<file path="config.mk">
export PLATFORM = sky130hd
export DESIGN_NAME = mem_arbiter_flat
export DESIGN_NICKNAME = d
export VERILOG_FILES = /design/src/rtl/mem_arbiter_if.sv /design/src/rtl/mem_arbiter.sv /design/src/flat_wrapper.sv
export SDC_FILE = /design/constraint.sdc
export NUM_CORES = 1
export LEC_CHECK = 0
export CAP_MARGIN = 30
export CORE_AREA = 2 2 305 307
export DETAILED_ROUTE_END_ITERATION = 6
export DIE_AREA = 0 0 307 309
export DONT_BUFFER_PORTS = 1
export PLACE_DENSITY = 0.39
export SLEW_MARGIN = 10
export SYNTH_ARGS = -nofsm -noshare
export SYNTH_HDL_FRONTEND = slang
export SYNTH_SLANG_ARGS = --single-unit
</file>
<file path="constraint.sdc">
create_clock -name clk -period 2.6 [get_ports clk]
set_input_delay 0.26 -clock clk [delete_from_list [all_inputs] [get_ports clk]]
set_output_delay 0.26 -clock clk [all_outputs]
set_load 0.02 [all_outputs]
</file>
<file path="src/rtl/mem_arbiter_if.sv">
// Request/fill signals of both caches plus the main-memory port of mem_arbiter.
// master is the arbiter's view; slave is the view of the caches and memory around it.
interface mem_arbiter_if #(
   parameter int ADDRESS_WIDTH    = 32,
   parameter int CACHE_LINE_WIDTH = 128
);
   logic                        ic_req_in;
   logic                        ic_req_write_in;
   logic [ADDRESS_WIDTH-1:0]    ic_req_addr_in;
   logic [CACHE_LINE_WIDTH-1:0] ic_req_data_in;
   logic                        ic_grant_out;
   logic                        ic_fill_out;
   logic                        dc_req_in;
   logic                        dc_req_write_in;
   logic [ADDRESS_WIDTH-1:0]    dc_req_addr_in;
   logic [CACHE_LINE_WIDTH-1:0] dc_req_data_in;
   logic                        dc_grant_out;
   logic                        dc_fill_out;
   logic [CACHE_LINE_WIDTH-1:0] fill_data_out;
   logic [ADDRESS_WIDTH-1:0]    fill_addr_out;
   logic                        mem_req_out;
   logic                        mem_req_write_out;
   logic [ADDRESS_WIDTH-1:0]    mem_req_addr_out;
   logic [CACHE_LINE_WIDTH-1:0] mem_req_data_out;
   logic                        mem_ready_in;
   logic                        mem_resp_in;
   logic [CACHE_LINE_WIDTH-1:0] mem_resp_data_in;
   logic                        busy_out;

   modport master (
      input  ic_req_in, ic_req_write_in, ic_req_addr_in, ic_req_data_in,
             dc_req_in, dc_req_write_in, dc_req_addr_in, dc_req_data_in,
             mem_ready_in, mem_resp_in, mem_resp_data_in,
      output ic_grant_out, ic_fill_out, dc_grant_out, dc_fill_out,
             fill_data_out, fill_addr_out,
             mem_req_out, mem_req_write_out, mem_req_addr_out, mem_req_data_out,
             busy_out
   );

   modport slave (
      output ic_req_in, ic_req_write_in, ic_req_addr_in, ic_req_data_in,
             dc_req_in, dc_req_write_in, dc_req_addr_in, dc_req_data_in,
             mem_ready_in, mem_resp_in, mem_resp_data_in,
      input  ic_grant_out, ic_fill_out, dc_grant_out, dc_fill_out,
             fill_data_out, fill_addr_out,
             mem_req_out, mem_req_write_out, mem_req_addr_out, mem_req_data_out,
             busy_out
   );
endinterface

</file>
<file path="src/rtl/mem_arbiter.sv">
// Shares one main-memory port between icache and dcache: dcache has priority,
// but after STARVE_LIMIT consecutive dcache wins a waiting icache is served.
module mem_arbiter #(
   parameter int ADDRESS_WIDTH    = 32,
   parameter int CACHE_LINE_WIDTH = 128,
   parameter int STARVE_LIMIT     = 4
) (
   input logic           clk,
   input logic           reset,
   mem_arbiter_if.master bus
);
   localparam int STREAK_WIDTH = $clog2(STARVE_LIMIT + 1);
   localparam logic [STREAK_WIDTH-1:0] STREAK_MAX = STREAK_WIDTH'(STARVE_LIMIT);

   typedef enum logic [1:0] {IDLE, ISSUE, WAIT, RESP} state_t;

   state_t                      state, state_next;
   logic                        owner_dc, owner_dc_next;
   logic                        lat_write, lat_write_next;
   logic [ADDRESS_WIDTH-1:0]    lat_addr, lat_addr_next;
   logic [CACHE_LINE_WIDTH-1:0] lat_data, lat_data_next;
   logic [STREAK_WIDTH-1:0]     dc_streak, dc_streak_next;
   logic [CACHE_LINE_WIDTH-1:0] fill_data, fill_data_next;
   logic [ADDRESS_WIDTH-1:0]    fill_addr, fill_addr_next;
   logic                        ic_wins;
   logic                        in_issue;
   logic                        in_flight;

   always_ff @(posedge clk or negedge reset) begin
      if (!reset) begin
         state     <= IDLE;
         owner_dc  <= 1'b0;
         lat_write <= 1'b0;
         lat_addr  <= '0;
         lat_data  <= '0;
         dc_streak <= '0;
         fill_data <= '0;
         fill_addr <= '0;
      end else begin
         state     <= state_next;
         owner_dc  <= owner_dc_next;
         lat_write <= lat_write_next;
         lat_addr  <= lat_addr_next;
         lat_data  <= lat_data_next;
         dc_streak <= dc_streak_next;
         fill_data <= fill_data_next;
         fill_addr <= fill_addr_next;
      end
   end

   always_comb begin
      state_next     = state;
      owner_dc_next  = owner_dc;
      lat_write_next = lat_write;
      lat_addr_next  = lat_addr;
      lat_data_next  = lat_data;
      dc_streak_next = dc_streak;
      fill_data_next = fill_data;
      fill_addr_next = fill_addr;
      ic_wins        = bus.ic_req_in && (!bus.dc_req_in || dc_streak == STREAK_MAX);
      case (state)
         IDLE: begin
            if (bus.ic_req_in || bus.dc_req_in) begin
               state_next    = ISSUE;
               owner_dc_next = !ic_wins;
               if (ic_wins) begin
                  lat_write_next = bus.ic_req_write_in;
                  lat_addr_next  = bus.ic_req_addr_in;
                  lat_data_next  = bus.ic_req_data_in;
                  dc_streak_next = '0;
               end else begin
                  lat_write_next = bus.dc_req_write_in;
                  lat_addr_next  = bus.dc_req_addr_in;
                  lat_data_next  = bus.dc_req_data_in;
                  // The streak only measures how long a waiting icache has been passed over
                  if (!bus.ic_req_in) begin
                     dc_streak_next = '0;
                  end else if (dc_streak != STREAK_MAX) begin
                     dc_streak_next = dc_streak + STREAK_WIDTH'(1);
                  end
               end
            end
         end
         ISSUE: begin
            if (bus.mem_ready_in) begin
               state_next = WAIT;
            end
         end
         WAIT: begin
            if (bus.mem_resp_in) begin
               state_next = RESP;
               if (!lat_write) begin
                  fill_data_next = bus.mem_resp_data_in;
                  fill_addr_next = lat_addr;
               end
            end
         end
         RESP: begin
            state_next = IDLE;
         end
         default: begin
            state_next = IDLE;
         end
      endcase
   end

   assign in_issue  = (state == ISSUE);
   assign in_flight = (state != IDLE);

   assign bus.busy_out          = in_flight;
   assign bus.ic_grant_out      = in_flight && !owner_dc;
   assign bus.dc_grant_out      = in_flight && owner_dc;
   assign bus.ic_fill_out       = (state == RESP) && !lat_write && !owner_dc;
   assign bus.dc_fill_out       = (state == RESP) && !lat_write && owner_dc;
   assign bus.fill_data_out     = fill_data;
   assign bus.fill_addr_out     = fill_addr;
   assign bus.mem_req_out       = in_issue;
   assign bus.mem_req_write_out = in_issue && lat_write;
   assign bus.mem_req_addr_out  = in_issue ? lat_addr : '0;
   assign bus.mem_req_data_out  = in_issue ? lat_data : '0;
endmodule

</file>
<file path="src/flat_wrapper.sv">
// flat-port wrapper written by rule: the top's interface ports become plain ports
module mem_arbiter_flat 
#(
   parameter int ADDRESS_WIDTH    = 32,
   parameter int CACHE_LINE_WIDTH = 128,
   parameter int STARVE_LIMIT     = 4
)
  (clk, reset, bus_ic_req_in, bus_ic_req_write_in, bus_ic_req_addr_in, bus_ic_req_data_in, bus_dc_req_in, bus_dc_req_write_in, bus_dc_req_addr_in, bus_dc_req_data_in, bus_mem_ready_in, bus_mem_resp_in, bus_mem_resp_data_in, bus_ic_grant_out, bus_ic_fill_out, bus_dc_grant_out, bus_dc_fill_out, bus_fill_data_out, bus_fill_addr_out, bus_mem_req_out, bus_mem_req_write_out, bus_mem_req_addr_out, bus_mem_req_data_out, bus_busy_out);
  mem_arbiter_if #(.ADDRESS_WIDTH(ADDRESS_WIDTH), .CACHE_LINE_WIDTH(CACHE_LINE_WIDTH)) bus_i ();
  input logic clk;
  input logic reset;
  input wire logic [$bits(bus_i.ic_req_in)-1:0] bus_ic_req_in;
  input wire logic [$bits(bus_i.ic_req_write_in)-1:0] bus_ic_req_write_in;
  input wire logic [$bits(bus_i.ic_req_addr_in)-1:0] bus_ic_req_addr_in;
  input wire logic [$bits(bus_i.ic_req_data_in)-1:0] bus_ic_req_data_in;
  input wire logic [$bits(bus_i.dc_req_in)-1:0] bus_dc_req_in;
  input wire logic [$bits(bus_i.dc_req_write_in)-1:0] bus_dc_req_write_in;
  input wire logic [$bits(bus_i.dc_req_addr_in)-1:0] bus_dc_req_addr_in;
  input wire logic [$bits(bus_i.dc_req_data_in)-1:0] bus_dc_req_data_in;
  input wire logic [$bits(bus_i.mem_ready_in)-1:0] bus_mem_ready_in;
  input wire logic [$bits(bus_i.mem_resp_in)-1:0] bus_mem_resp_in;
  input wire logic [$bits(bus_i.mem_resp_data_in)-1:0] bus_mem_resp_data_in;
  output wire logic [$bits(bus_i.ic_grant_out)-1:0] bus_ic_grant_out;
  output wire logic [$bits(bus_i.ic_fill_out)-1:0] bus_ic_fill_out;
  output wire logic [$bits(bus_i.dc_grant_out)-1:0] bus_dc_grant_out;
  output wire logic [$bits(bus_i.dc_fill_out)-1:0] bus_dc_fill_out;
  output wire logic [$bits(bus_i.fill_data_out)-1:0] bus_fill_data_out;
  output wire logic [$bits(bus_i.fill_addr_out)-1:0] bus_fill_addr_out;
  output wire logic [$bits(bus_i.mem_req_out)-1:0] bus_mem_req_out;
  output wire logic [$bits(bus_i.mem_req_write_out)-1:0] bus_mem_req_write_out;
  output wire logic [$bits(bus_i.mem_req_addr_out)-1:0] bus_mem_req_addr_out;
  output wire logic [$bits(bus_i.mem_req_data_out)-1:0] bus_mem_req_data_out;
  output wire logic [$bits(bus_i.busy_out)-1:0] bus_busy_out;
  assign bus_i.ic_req_in = bus_ic_req_in;
  assign bus_i.ic_req_write_in = bus_ic_req_write_in;
  assign bus_i.ic_req_addr_in = bus_ic_req_addr_in;
  assign bus_i.ic_req_data_in = bus_ic_req_data_in;
  assign bus_i.dc_req_in = bus_dc_req_in;
  assign bus_i.dc_req_write_in = bus_dc_req_write_in;
  assign bus_i.dc_req_addr_in = bus_dc_req_addr_in;
  assign bus_i.dc_req_data_in = bus_dc_req_data_in;
  assign bus_i.mem_ready_in = bus_mem_ready_in;
  assign bus_i.mem_resp_in = bus_mem_resp_in;
  assign bus_i.mem_resp_data_in = bus_mem_resp_data_in;
  assign bus_ic_grant_out = bus_i.ic_grant_out;
  assign bus_ic_fill_out = bus_i.ic_fill_out;
  assign bus_dc_grant_out = bus_i.dc_grant_out;
  assign bus_dc_fill_out = bus_i.dc_fill_out;
  assign bus_fill_data_out = bus_i.fill_data_out;
  assign bus_fill_addr_out = bus_i.fill_addr_out;
  assign bus_mem_req_out = bus_i.mem_req_out;
  assign bus_mem_req_write_out = bus_i.mem_req_write_out;
  assign bus_mem_req_addr_out = bus_i.mem_req_addr_out;
  assign bus_mem_req_data_out = bus_i.mem_req_data_out;
  assign bus_busy_out = bus_i.busy_out;
  mem_arbiter #(.ADDRESS_WIDTH(ADDRESS_WIDTH), .CACHE_LINE_WIDTH(CACHE_LINE_WIDTH), .STARVE_LIMIT(STARVE_LIMIT)) u_core (.clk(clk), .reset(reset), .bus(bus_i));
endmodule
</file>
; ---- Yosys cells after proc, flatten, opt, wreduce, memory -nomap -nowiden
; Cells that the tools add are included.
[totals]
register_bits = 327
input_bits = 456
out_inout_bits = 327
word_cells = 50
[classes]
add_sub_neg = 1
n_eq_ne = 9
muxes = 12
bitwise = 1
reduce_logical = 19
[ops]
columns = cell, count
row1 = $mux W128, 2
row2 = $mux W32, 2
row3 = $mux W3, 3
row4 = $reduce_and A3 Y1, 3
row5 = $pmux W2 S4, 1
row6 = $logic_and A1 B1 Y1, 7
row7 = $mux W2, 3
row8 = $eq A2 B2 Y1 const B, 2
row9 = $logic_not A1 Y1, 4
row10 = $ne A2 B2 Y1 const B, 2
row11 = $add A3 B1 Y3 const B, 1
row12 = $eq A3 B3 Y1 const B, 1
row13 = $ne A3 B1 Y1 const B, 1
row14 = $ne A3 B3 Y1 const B, 1
row15 = $eq A2 B1 Y1 const B, 1
row16 = $logic_not A2 Y1, 1
row17 = $logic_or A1 B1 Y1, 2
row18 = $ne A2 B1 Y1 const B, 1
row19 = $reduce_and A2 Y1, 1
row20 = $reduce_bool A2 Y1, 1
row21 = $mux W1, 1
row22 = $not A1 Y1, 1

; ---- Logic depth before layout (Yosys ltp)
; Gate-level depths: netlist of run 1.
[logic_depth]
depth_word = 5
depth_mapped = 9
ltp_nobuf = 5

; ---- Least setup slack after synthesis of run 1
; No wires, ideal clock.
[synth_path]
path_type = register to output
startpoint = register u_core.state[1]
endpoint = output port bus_mem_req_addr_out[0]
arrival_time_ps = 1713
required_ps = 2340
slack_ps = 627
stages_incl_launch_ff = 7
path_buffers = 3
path_cell_list = dfrtp_1 inv_1 ha_1 clkbuf_1 clkbuf_1 clkbuf_1 and2_1
[synth_via]
elab_chain_len = 2
[synth_lines]
columns = item, line_no
row1 = from (decl), mem_arbiter.sv:17  ; state_t state, state_next;
row2 = from (signal assigned), mem_arbiter.sv:40  ; state <= state_next;
row3 = $eq A2 B1 Y1, mem_arbiter.sv:107  ; assign in_issue = (state == ISSUE);
row4 = via bus_mem_req_out, flat_wrapper.sv:29  ; output wire logic [$bits(bus_i.mem_req_out)-1:0] bus_mem_req_out;
row5 = $mux W32, mem_arbiter.sv:119  ; assign bus.mem_req_addr_out = in_issue ? lat_addr : '0;
row6 = to (decl), flat_wrapper.sv:31  ; output wire logic [$bits(bus_i.mem_req_addr_out)-1:0] bus_mem_req_addr_out;
; The timed path passes the listed nets, and every way through them passes these cells.

; ---- Worst setup path in the final report of run 1
[layout_path]
startpoint = register u_core.dc_streak[0]
endpoint = register u_core.lat_data[106]
[layout_via]
elab_chain_len = 4
[layout_lines]
columns = item, line_no
row1 = from (decl), mem_arbiter.sv:22  ; logic [STREAK_WIDTH-1:0] dc_streak, dc_streak_next;
row2 = from (signal assigned), mem_arbiter.sv:45  ; dc_streak <= dc_streak_next;
row3 = $eq A3 B3 Y1, mem_arbiter.sv:60  ; ic_wins = bus.ic_req_in && (!bus.dc_req_in || dc_streak == STREAK_MAX);
row4 = $logic_or A1 B1 Y1, mem_arbiter.sv:60
row5 = $logic_and A1 B1 Y1, mem_arbiter.sv:60
row6 = $mux W128, mem_arbiter.sv:66  ; if (ic_wins) begin
row7 = to (signal assigned), mem_arbiter.sv:44  ; lat_data <= lat_data_next;
row8 = to (decl), mem_arbiter.sv:21  ; logic [CACHE_LINE_WIDTH-1:0] lat_data, lat_data_next;
; No other way between the ends.
; A chain may end at the register's enable or synchronous reset.

==> out/metrics.csv, run 1 <==
stage,metric,value,unit
synthesis,syn_area_per_cell,10.7,sq um
timing,skew,0.00973,ns
min_path,worst_hold_path_type,primary input to async pin,
timing,setup-tns-final,0,ns
global_route,wire_length_of_the_first_global_routing_pass,93400,microns
routing,drt.antenna.violating_nets,0,
status,failing_checks,"hold timing, slew limit",
synthesis,syn_area,15700,sq um
synthesis,synth_nets,1936,
setup_path,cpPeakStageDelay,0.57,ns
clock_network,cts.clk_slew.worst_paths,0.06,ns
timing,final.min_clock_period,2.44,ns
routing,detail_route.wl_per_cell,21.2,microns
timing,worst_hold_slack,-0.624,ns
die,floorplan.initialDensity,17.2,%
setup_path,critical-path-slowest-cell,dlygate4sd3_1,
setup_path,critical_path.n_buffers_inverters,4,
routing,vias,13700,
setup_path,path_delay_family,buffers and inverters,
routing,detail_route.vias_per_cell,4.42,
placed_design,dp.cells,2561,
timing,rsz_0062_raised_after_global_routing,false,
timing,final_hold_viol_count,327,
setup_path,critical_path.startpoint_type,flop,
timing,slew_headroom,-9.29,%
timing,layout_worst_path_cycle_share,93.7,%
timing,tightestPinTransition,1.64,ns
setup_path,critical_path.max_fanout,36,
pwr,power_frac_comb,40.6,%
layout,multi_input_comb_area,6930,sq um
setup_path,worstPathCellList,inv_1 -> ha_1 -> a21bo_4 -> buf_16 -> buf_6 -> nand4_1 -> o211ai_2 -> dlygate4sd3_1,
global_route,grt_usage,12.8,%
clock_network,cts-htree-levels,2,
placed_design,gp_routability_congestion,0.814,
global_route,vias_in_the_first_global_route,14800,
synthesis,postSynthCellCount,1474,
setup_path,worst-setup-path-type,flop to flop,
die,design.portCount,783,
synthesis,sequential_area_share_after_synthesis,52.0,%
job,cap_viol_max_count,0,
pwr,powerDensity,1230,nW/um^2
pwr,vdd_ir_drop_max,0.624,mV
die,die_h,309,microns
clock_network,tritoncts,built,
pwr,p_sw,11.7,mW
routing,drc,0,
clock_network,cts_sinks,327,
placed_design,detailed_place_hpwl,42700,microns
timing,fmax,411,MHz
die,dieArea,94900,sq um
synthesis,yosys_reg_bits,327,
routing,first_iter_violations,910,
routing,dr.pass1.iters,5,
die,fp-row-count,111,
timing,setup_viol,0,
pwr,internal_power,16.8,mW
setup_path,worst_setup_path_end_kind,flop,
pwr,post-layout-total-power,28.5,mW
layout,nFillCells,9681,
status,outcome,finished with violations,
placed_design,port_buffers,0,
layout,seq_area,8180,sq um
clock_network,max_clock_buf_depth,3,
setup_path,timing.critical_path.arrival,2.95,ns
pwr,share_clk_of_total_power,20.4,%
global_route,antenna_found_initial,4,
die,core_area,91400,sq um
clock_network,cts_made_buffers,40,
global_route,overflow,0,
pwr,power_switching_share,41.1,%
setup_path,crit_required,3.11,ns
pwr,leakage,9.61,nW
timing,final_count_of_pins_violating_max_slew,62,
clock_network,clock_latency,0.58,ns
layout,post_route_cells_drive_above_1_share,19.2,%
layout,flow.area_growth_from_synthesis,47.6,%
clock_network,cts.root.buffer_cell,clkbuf_16,
pwr,seq_power_share,39.1,%
routing,drt-total-wl,65600,microns
layout,num-nets-final,2341,
synthesis,yosysWarnings,0,
global_route,maximum_number_of_pins_on_one_net_before_global_route_repair,328,
clock_network,cts_hold_buffers,453,
synthesis,synth_cell_types,28,
layout,layoutNonFillerInstCount,3098,
die,die_width,307,microns
==> state kept, by name, indices dropped and copies added, names as in the netlist <==
signal	flops
u_core.lat_addr	32
u_core.state	2
u_core.owner_dc	1
u_core.bus.fill_addr_out	32
u_core.bus.fill_data_out	128
u_core.lat_data	128
u_core.lat_write	1
u_core.dc_streak	3
==> worst paths after layout <==
kind | from | endpoint | slack, ns | depth (start not counted)
worst max-delay path | u_core.dc_streak[0] | u_core.lat_data[106] | 0.16 | 8
worst min-delay path | reset | u_core.lat_data[1] | -0.62 | 0
max in group asynchronous | reset | u_core.lat_data[42] | 1.90 | 0
min in group clk | bus_mem_ready_in | u_core.state[0] | 0.06 | 2
worst min register to register | u_core.dc_streak[0] | u_core.dc_streak[0] | 0.53 | 1
worst max register to register | u_core.dc_streak[0] | u_core.lat_data[106] | 0.16 | 8
==> cell type report <==
class / count / area share, %
inverters: 6 / 0.0970
repair buffers: 507 / 22.6
well taps: 1186 / 6.39
flip-flops and latches: 327 / 35.3
clock buffers: 55 / 4.99
multi-input cells: 997 / 29.9
diodes: 5 / 0.0539
clock inverters: 15 / 0.803
==> stage by stage <==
stage	util [%]	worst slack (ns)	hold WS, ns	cell area (sq um)
2_1_floorplan	-	0.627	-0.0356	15700
3_3_place_gp	18.8	0.594	-0.0267	17200
3_5_place_dp	18.8	0.560	-0.0230	17200
4_1_cts	25.2	0.0251	-0.683	23100
5_1_grt	25.4	0.0297	-0.683	23200
6_report	25.4	0.165	-0.624	23200
==> cells in the final DEF, fill, tap and decap left out, drive strengths merged, types with 6 or more instances in the layout <==
master	netlist	routed
o211ai	161	161
nand4	162	162
inv	6	8
dlygate4sd3	0	452
ha	6	6
buf	37	54
and2	162	162
nand2	324	324
dfrtp	327	327
clkinv	0	9
mux2	161	161
clkbuf	107	56
==> power by group through the flow <==
stage / Combinational [mW] / Clock, mW / Sequential, mW
final: 11.6 / 5.80 / 11.1
after CTS: 11.4 / 6.03 / 11.1
after floorplan: 6.75 / 0 / 10.3
after global routing: 12.5 / 6.22 / 11.4
after global placement: 8.57 / 0 / 11.2
after detailed placement: 8.76 / 0 / 11.2
==> metal layers <==
layer | track usage (%) | part of all wire [%] | vias up
li1 | - | - | 6003
met1 | 14.3 | 37 | 6879
met2 | 22.3 | 50 | 663
met3 | 3.43 | 7.6 | 144
met4 | 6.86 | 4.7 | 0
met5 | 0 | 0 | -
==> timing repair <==
action / in CTS / in global routing
endpoints found under the setup margin: 0 / 52
gates resized for setup: 0 / 6
setup buffers: 0 / 8
endpoints found under the hold margin: 620 / 327
==> cells by family (layout without fill, tap and decap cells) <==
kind of cell | Yosys count | count (layout) | synth area share, %
fa+ha+maj | 6 | 6 | 0.478
flops | 327 | 327 | 52.0
buf+inv | 150 | 583 | 4.23
mux | 161 | 161 | 11.5
other cells | 0 | 5 | 0
simple gates | 658 | 658 | 21.0
compound gates | 172 | 172 | 10.7
==> worst register-to-register path, cell delays in order (launching register included) <==
cell           delay (ns)
dfrtp_1              0.40
inv_1                0.07
ha_1                 0.17
a21bo_4              0.18
buf_16               0.27
buf_6                0.35
nand4_1              0.23
o211ai_2             0.14
dlygate4sd3_1        0.57
==> cell usage after synthesis (all sizes together) <==
cell    count  area share, %
nand3b      1          0.048
nor2        2          0.048
o211ai    161             10
a221oi      1          0.056
clkbuf    107            2.6
nor2b       3           0.12
nor3b       1          0.048
ha          6           0.48
nand2b      1          0.040
mux2      161             12
nand2     324            7.7
dfrtp     327             52
and3b       1          0.056
o32a        1          0.064
inv         6           0.14
buf        37            1.5
a32oi       1          0.056
o21ai       5           0.16
a21boi      1          0.048
a21bo       1          0.064
nand3       1          0.032
nand4     162            6.4
o21a        1          0.048
and2      162            6.4
No activity file was read; power rests on OpenSTA's default activity.
==> run 2, diff against run 1 <==
--- a/config.mk
+++ b/config.mk
@@ -11,6 +11,7 @@
 export DIE_AREA = 0 0 307 309
 export DONT_BUFFER_PORTS = 1
 export PLACE_DENSITY = 0.39
+export SKIP_LAST_GASP = 1
 export SLEW_MARGIN = 10
 export SYNTH_ARGS = -nofsm -noshare
 export SYNTH_HDL_FRONTEND = slang
==> results of run 2 <==
The final DEF is identical to that of run 1; final timing and power are the same.
